<file path="config.mk">
export PLATFORM = sky130hd
export DESIGN_NAME = instr_prefetch
export DESIGN_NICKNAME = d
export VERILOG_FILES = /design/src/rtl/instr_prefetch.sv
export SDC_FILE = /design/constraint.sdc
export NUM_CORES = 1
export LEC_CHECK = 0
export ABC_AREA = 1
export BUFFER_PORTS_ARGS = -buffer_cell sky130_fd_sc_hd__buf_2
export CORE_ASPECT_RATIO = 1.4
export CORE_UTILIZATION = 40
export DETAILED_ROUTE_END_ITERATION = 8
export PLACE_DENSITY = 0.66
export SLEW_MARGIN = 15
export SYNTH_ARGS = -nofsm -noshare
export SYNTH_HDL_FRONTEND = slang
export SYNTH_SLANG_ARGS = --single-unit
</file>
<file path="constraint.sdc">
create_clock -name clock -period 8.7 [get_ports clock]
set_clock_uncertainty 0.1 [all_clocks]
set_input_delay 0.435 -clock clock [delete_from_list [all_inputs] [get_ports clock]]
set_output_delay 0.435 -clock clock [all_outputs]
set_load 0.02 [all_outputs]
</file>
<file path="src/rtl/instr_prefetch.sv">
// rtl/instr_prefetch.sv - in-order instruction prefetch buffer with redirect flush and credit-limited fetch
module instr_prefetch #(
  parameter int          DEPTH    = 4,
  parameter logic [31:0] RESET_PC = 32'h0
) (
  input  logic        clock,
  input  logic        reset,
  output logic        imem_req,
  output logic [31:0] imem_addr,
  input  logic        imem_ready,
  input  logic        imem_rvalid,
  input  logic [31:0] imem_rdata,
  input  logic        redirect_valid,
  input  logic [31:0] redirect_pc,
  output logic        if_valid,
  output logic [31:0] if_instr,
  output logic [31:0] if_pc,
  input  logic        if_ready
);

  localparam int AW = $clog2(DEPTH);
  localparam int CW = AW + 1;

  logic [31:0]   fetch_pc;
  logic [31:0]   resp_pc;
  logic [31:0]   pc_mem    [DEPTH];
  logic [31:0]   instr_mem [DEPTH];
  logic [AW-1:0] wr_ptr;
  logic [AW-1:0] rd_ptr;
  logic [CW-1:0] count;
  logic [CW-1:0] outstanding;
  logic [CW-1:0] discard;
  logic [31:0]   last_pc;
  logic [31:0]   last_instr;
  logic [31:0]   target_pc;
  logic [CW:0]   credit_used;

  logic accept;
  logic rsp;
  logic push;
  logic pop;
  logic fifo_empty;

  assign target_pc   = redirect_pc & 32'hFFFF_FFFC;
  assign credit_used = {1'b0, count} + {1'b0, outstanding};
  assign fifo_empty  = (count == '0);

  // Buffered plus in-flight words never exceed DEPTH, so a response always has a free slot.
  assign imem_req  = !reset && !redirect_valid && (credit_used < (CW+1)'(DEPTH));
  assign imem_addr = fetch_pc;

  assign accept = imem_req && imem_ready;
  assign rsp    = imem_rvalid && (outstanding != '0);
  assign push   = rsp && (discard == '0) && !redirect_valid;
  assign pop    = if_valid && if_ready;

  assign if_valid = !reset && !fifo_empty;
  assign if_pc    = fifo_empty ? last_pc    : pc_mem[rd_ptr];
  assign if_instr = fifo_empty ? last_instr : instr_mem[rd_ptr];

  always_ff @(posedge clock) begin
    if (push) begin
      pc_mem[wr_ptr]    <= resp_pc;
      instr_mem[wr_ptr] <= imem_rdata;
    end
  end

  always_ff @(posedge clock) begin
    if (reset) begin
      fetch_pc    <= RESET_PC;
      resp_pc     <= RESET_PC;
      wr_ptr      <= '0;
      rd_ptr      <= '0;
      count       <= '0;
      outstanding <= '0;
      discard     <= '0;
      last_pc     <= '0;
      last_instr  <= '0;
    end else begin
      // Keep a copy of the visible head so the outputs hold once the buffer drains.
      if (!fifo_empty) begin
        last_pc    <= pc_mem[rd_ptr];
        last_instr <= instr_mem[rd_ptr];
      end

      if (accept && !rsp) begin
        outstanding <= outstanding + CW'(1);
      end else if (!accept && rsp) begin
        outstanding <= outstanding - CW'(1);
      end

      if (redirect_valid) begin
        fetch_pc <= target_pc;
        resp_pc  <= target_pc;
        wr_ptr   <= '0;
        rd_ptr   <= '0;
        count    <= '0;
        // Everything still in flight after this edge belongs to the old stream.
        discard  <= outstanding - CW'(rsp);
      end else begin
        if (accept) begin
          fetch_pc <= fetch_pc + 32'd4;
        end
        if (rsp && (discard != '0)) begin
          discard <= discard - CW'(1);
        end
        if (push) begin
          wr_ptr  <= wr_ptr + AW'(1);
          resp_pc <= resp_pc + 32'd4;
        end
        if (pop) begin
          rd_ptr <= rd_ptr + AW'(1);
        end
        if (push && !pop) begin
          count <= count + CW'(1);
        end else if (!push && pop) begin
          count <= count - CW'(1);
        end
      end
    end
  end

endmodule

</file>
Yosys cells after proc, flatten, opt, wreduce, memory -nomap -nowiden

Memories as Yosys holds them, arrays and structs flattened. A register that Yosys moved wholly into a read port is not among the register bits.
Cells that the tools add are included.

$add $sub $neg: 11
Magnitude comparators: 1
Multiplexer cells: 18
Reduce and logical (&&, ||, !) cells: 30

Operators with widths:

| operator                | number |
|---|---|
| $mux W32                | 6 |
| $add A32 B3 Y32 const B | 2 |
| $mux W3                 | 6 |
| $logic_and A1 B1 Y1     | 13 |
| $reduce_bool A2 Y1      | 5 |
| $sub A3 B1 Y3 const B   | 3 |
| $mux W2                 | 4 |
| $logic_not A1 Y1        | 7 |
| $add A3 B1 Y3 const B   | 2 |
| $logic_not A3 Y1        | 2 |
| $reduce_bool A3 Y1      | 2 |
| $add A2 B1 Y2 const B   | 2 |
| $add A3 B3 Y4           | 1 |
| $lt A4 B3 Y1 const B    | 1 |
| $sub A3 B1 Y3           | 1 |
| $mux W1                 | 2 |
| $reduce_or A2 Y1        | 1 |

Flip-flop bits (word level): 141
Memory bits (writable): 256
Input bits: 70
Output and inout bits: 98
Logic and storage cells: 73
Memories: 2

Memory list:

| name      | words | bits a word | read ports | clocked after memory_dff | write ports | line | source |
|---|---|---|---|---|---|---|---|
| instr_mem | 4     | 32          | 1          | 1                        | 1           | 27   | `logic [31:0] instr_mem [DEPTH];` |
| pc_mem    | 4     | 32          | 1          | 1                        | 1           | 26   | `logic [31:0] pc_mem [DEPTH];` |

Depth between registers and ports, before layout

Depth in word-level cells: 8
Gate-level depth with buffers: 15
Gate-level depth less buffers: 14

Least setup slack after synthesis

No wires, ideal clock.

Path kind: register -> register
Start: register discard[0]
End: memory instr_mem[0][0], enable pin
Setup time: 0.482 ns
Arrival: 3.793 ns
Required time: 8.118 ns
Path slack: 4.324 ns
Cell stages (with the launch flop): 9
Buffers on the path: 0
Clock period less this slack: 4.376 ns
Cells stage by stage: dfxtp_1 -> inv_1 -> ha_1 -> inv_1 -> nor2_1 -> nand3_2 -> nor2_2 -> inv_1 -> nor2_1

Cells in the longest elaborated chain, start to end: 5

Ends and longest elaborated chain:

| what                             | line | source |
|---|---|---|
| start: declaration               | 32   | `logic [CW-1:0] discard;` |
| start signal: assignment         | 99   | `discard <= outstanding - CW'(rsp);` |
| start signal: assignment         | 105  | `discard <= discard - CW'(1);` |
| $logic_not A3 Y1                 | 54   | `assign push = rsp && (discard == '0) && !redirect_valid;` |
| $logic_and A1 B1 Y1 (2 in a row) | 54   |  |
| $mux W1                          | 62   | `if (push) begin` |
| $mux W1 (not written as such)    | 64   | `instr_mem[wr_ptr] <= imem_rdata;` |
| end: declaration                 | 27   |  |

Every way passes these cells.

==> out/qor.yml <==
outcome: "finished clean"
timing.slew.headroom: 0.2490
required_ns: 8.17
synth_edf_count: 248
dieArea_um2: 42270
totalWireLength_um: 40110
tns_ns: 0
start_util: 0.4082
cts_max_path_buffers: 3
internal_power_mw: 3.231
grt_setup_unrepaired: "no"
vias: 12740
nNetsFinal: 1979
cp_slowest_cell: "buf_4"
clock_sinks: 387
drc_errors: 0
reg2reg_to: "instr_mem[2][25]"
r2r_cells: 9
endpoint: "if_pc[24]"
pre_cts_ws_ns: 5.056
async_flop_share: 0
worstMarginPinSlew_ns: 1.126
worst_slack_ns: 4.984
grt_use_met3: 0.02256
worst-r2r-setup-slack_ns: 5.06
dpl.hpwl_um: 24570
synth_top_area_share: 0.4493
crit_type: "reg -> out"
synth.cell_area_um2: 16570
ys_ff_latch: 387
ant_nets: 0
drv_slew: 0
cpMostUsedCell: "nand2_1"
timing_hold_violations_final: 0
cts_tree: "done"
area_delta_synth_final_pct: 15.16
io_pins: 168
slowest_delay_ns: 0.82
vdd_drop_max_mv: 0.1110
path_max_fanout: 88
r2r_start: "discard[0]"
dieWidth_um: 174.0
drt_iter0_drc: 777
syn-instance-count: 1754
routed_via_density: 5.184
synth_most_common_cell: "nand2_1"
yosysUniqueCellTypes: 38
grt_pass1_vias: 12200
synth_common_cells: "nand2_1, nor2_1, edfxtp_1, dfxtp_1, a21oi_1"
yosysWarnings: 0
synth_top_flop_cell: "edfxtp_1"
core_um2: 40600
final_core_utilization: 0.4701
nFillCells: 3865
use_met1: 0.2300
rows: 87
grt_pass1_wl_um: 63140
use_met2: 0.3431
hp-class: "in -> reg"
crit_path_cell_trace: "clkinv_2, buf_4, nor2_1, o32ai_1, nand2_1, nand2_1, buf_2"
wl_per_cell_um: 16.32
switching_power_mw: 1.232
synth_area_leader_cell: "edfxtp_1"
leakage_nw: 7.412
io_buffers: 163
max_freq_mhz: 269.1
end_kind: "output port"
dr.pass1.iters: 5
p_clk_frac: 0.362
antenna_found_initial: 1
die_y_um: 242.9
synth_area_per_cell_um2: 9.450
yosysSeqAreaShare: 0.6172
drive_gt1_frac: 0.1357
synthTopCellsByArea: "edfxtp_1, dfxtp_1, nand2_1"
post-route-period-util: 0.4271
grt_start_max_net_pins: 107
cts_root_buf: "clkbuf_16"
cts_max_level: 2
clk-insertion-delay-late_ns: 0.53
powerDensity_nw_per_um2: 233.8
cts-buffers-inserted: 38
crit_path_start_kind: "register"
maxCapViolCount: 0
finalSetupViolCount: 0
combinationalPowerShare: 0.156
cp.arrival_ns: 3.18
ctsResizeCount: 0
grt-ovfl-total: 0
place_congestion: 0.8429
busiest_layer: "met2"
layout_min_cycle_time_ns: 3.716
swShare: 0.2760
grt_usage: 0.1883
seqPwrFrac: 0.482
clkTransAtPathRegs_ns: 0.06
registers in the layout, summed over array words and instances (netlist names), named ones only:
register     count
rd_ptr           2
imem_addr       30
wr_ptr           2
discard          3
resp_pc         30
last_pc         32
pc_mem         120
instr_mem      128
last_instr      32
outstanding      3
count            3
critical path: cells and delay by family, from the launching register on:
kind	cells	cell delay (ns)
buf+inv	3	1.39
compound gates	1	0.50
flops	1	0.41
simple gates	3	0.30
cell type report:
class,instances,area (um^2),share of cell area
antenna,1,2.502,0.0001311
clock buffer,48,1082,0.05670
clock inverter,22,157.7,0.008260
inverter,102,385.4,0.02019
multi-input combinational,1182,5573,0.2920
sequential,387,10240,0.5363
tap,534,668.1,0.03500
timing repair buffer,182,980.9,0.05139
power groups by stage:
stage | logic, mW | registers (mW) | clock network (mW)
2_1_floorplan | 0.471 | 2.18 | 0
3_3_place_gp | 0.689 | 2.18 | 0
3_5_place_dp | 0.704 | 2.19 | 0
4_1_cts | 0.709 | 2.15 | 1.65
5_1_grt | 0.777 | 2.16 | 1.73
6_report | 0.698 | 2.15 | 1.62
what timing repair did:
item	in CTS	in global routing
hold buffers	8	0
buffers inserted	0	0
endpoints found under the hold margin	31	0
routing by layer:
layer,part of all wire,up-vias
li1,-,6215
met1,0.42,6130
met2,0.51,342
met3,0.047,56
met4,0.021,0
met5,0,-
cells by family (layout without fill, tap and decap cells):
| logic type | count (synthesis) | count (layout) | synth area share |
|---|---|---|---|
| DFF | 387 | 387 | 0.6172 |
| and+or+nand+nor | 834 | 834 | 0.2022 |
| xor gates and xnor gates | 16 | 16 | 0.008454 |
| buffers and inverters | 186 | 354 | 0.04861 |
| AOI/OAI and AO/OA | 314 | 314 | 0.1104 |
| adders and majority gates | 16 | 16 | 0.01298 |
| other | 1 | 3 | 0.0002262 |
worst min path at each step:
stage                         from               end  depth (start not counted)
CTS                  imem_rdata[1]   instr_mem[3][1]                          1
finish              imem_rdata[31]  instr_mem[3][31]                          1
floorplan               last_pc[0]        last_pc[0]                          2
global placement        last_pc[1]        last_pc[1]                          2
global route        imem_rdata[28]  instr_mem[0][28]                          1
detailed placement      last_pc[1]        last_pc[1]                          2
per-stage QoR:
step | instance area [um^2] | instances | power (mW) | hold slack [ns]
finish | 19090 | 2458 | 4.462 | 0.02423
global route | 19090 | 2458 | 4.664 | 0.007327
CTS | 19080 | 2457 | 4.511 | 0.0002761
detailed placement | 17760 | 2379 | 2.891 | 0.3361
global placement | 17760 | 2379 | 2.872 | 0.3298
floorplan | 16580 | 1755 | 2.651 | 0.3212
layout by cell type, fill, tap and decap left out, drive strengths merged, types with 8 or more instances in the layout:
master / netlist / routed
ha: 14 / 14
o21ai: 113 / 113
nor2: 304 / 304
a21oi: 124 / 124
dfxtp: 139 / 139
o32ai: 62 / 62
nand2: 443 / 443
clkinv: 3 / 20
a31oi: 9 / 9
edfxtp: 248 / 248
nand3b: 8 / 8
dlygate4sd3: 0 / 8
inv: 99 / 98
nor3: 8 / 8
clkbuf: 41 / 48
xor2: 11 / 11
buf: 43 / 174
nand3: 66 / 66
(Power assumes the default switching activity.)
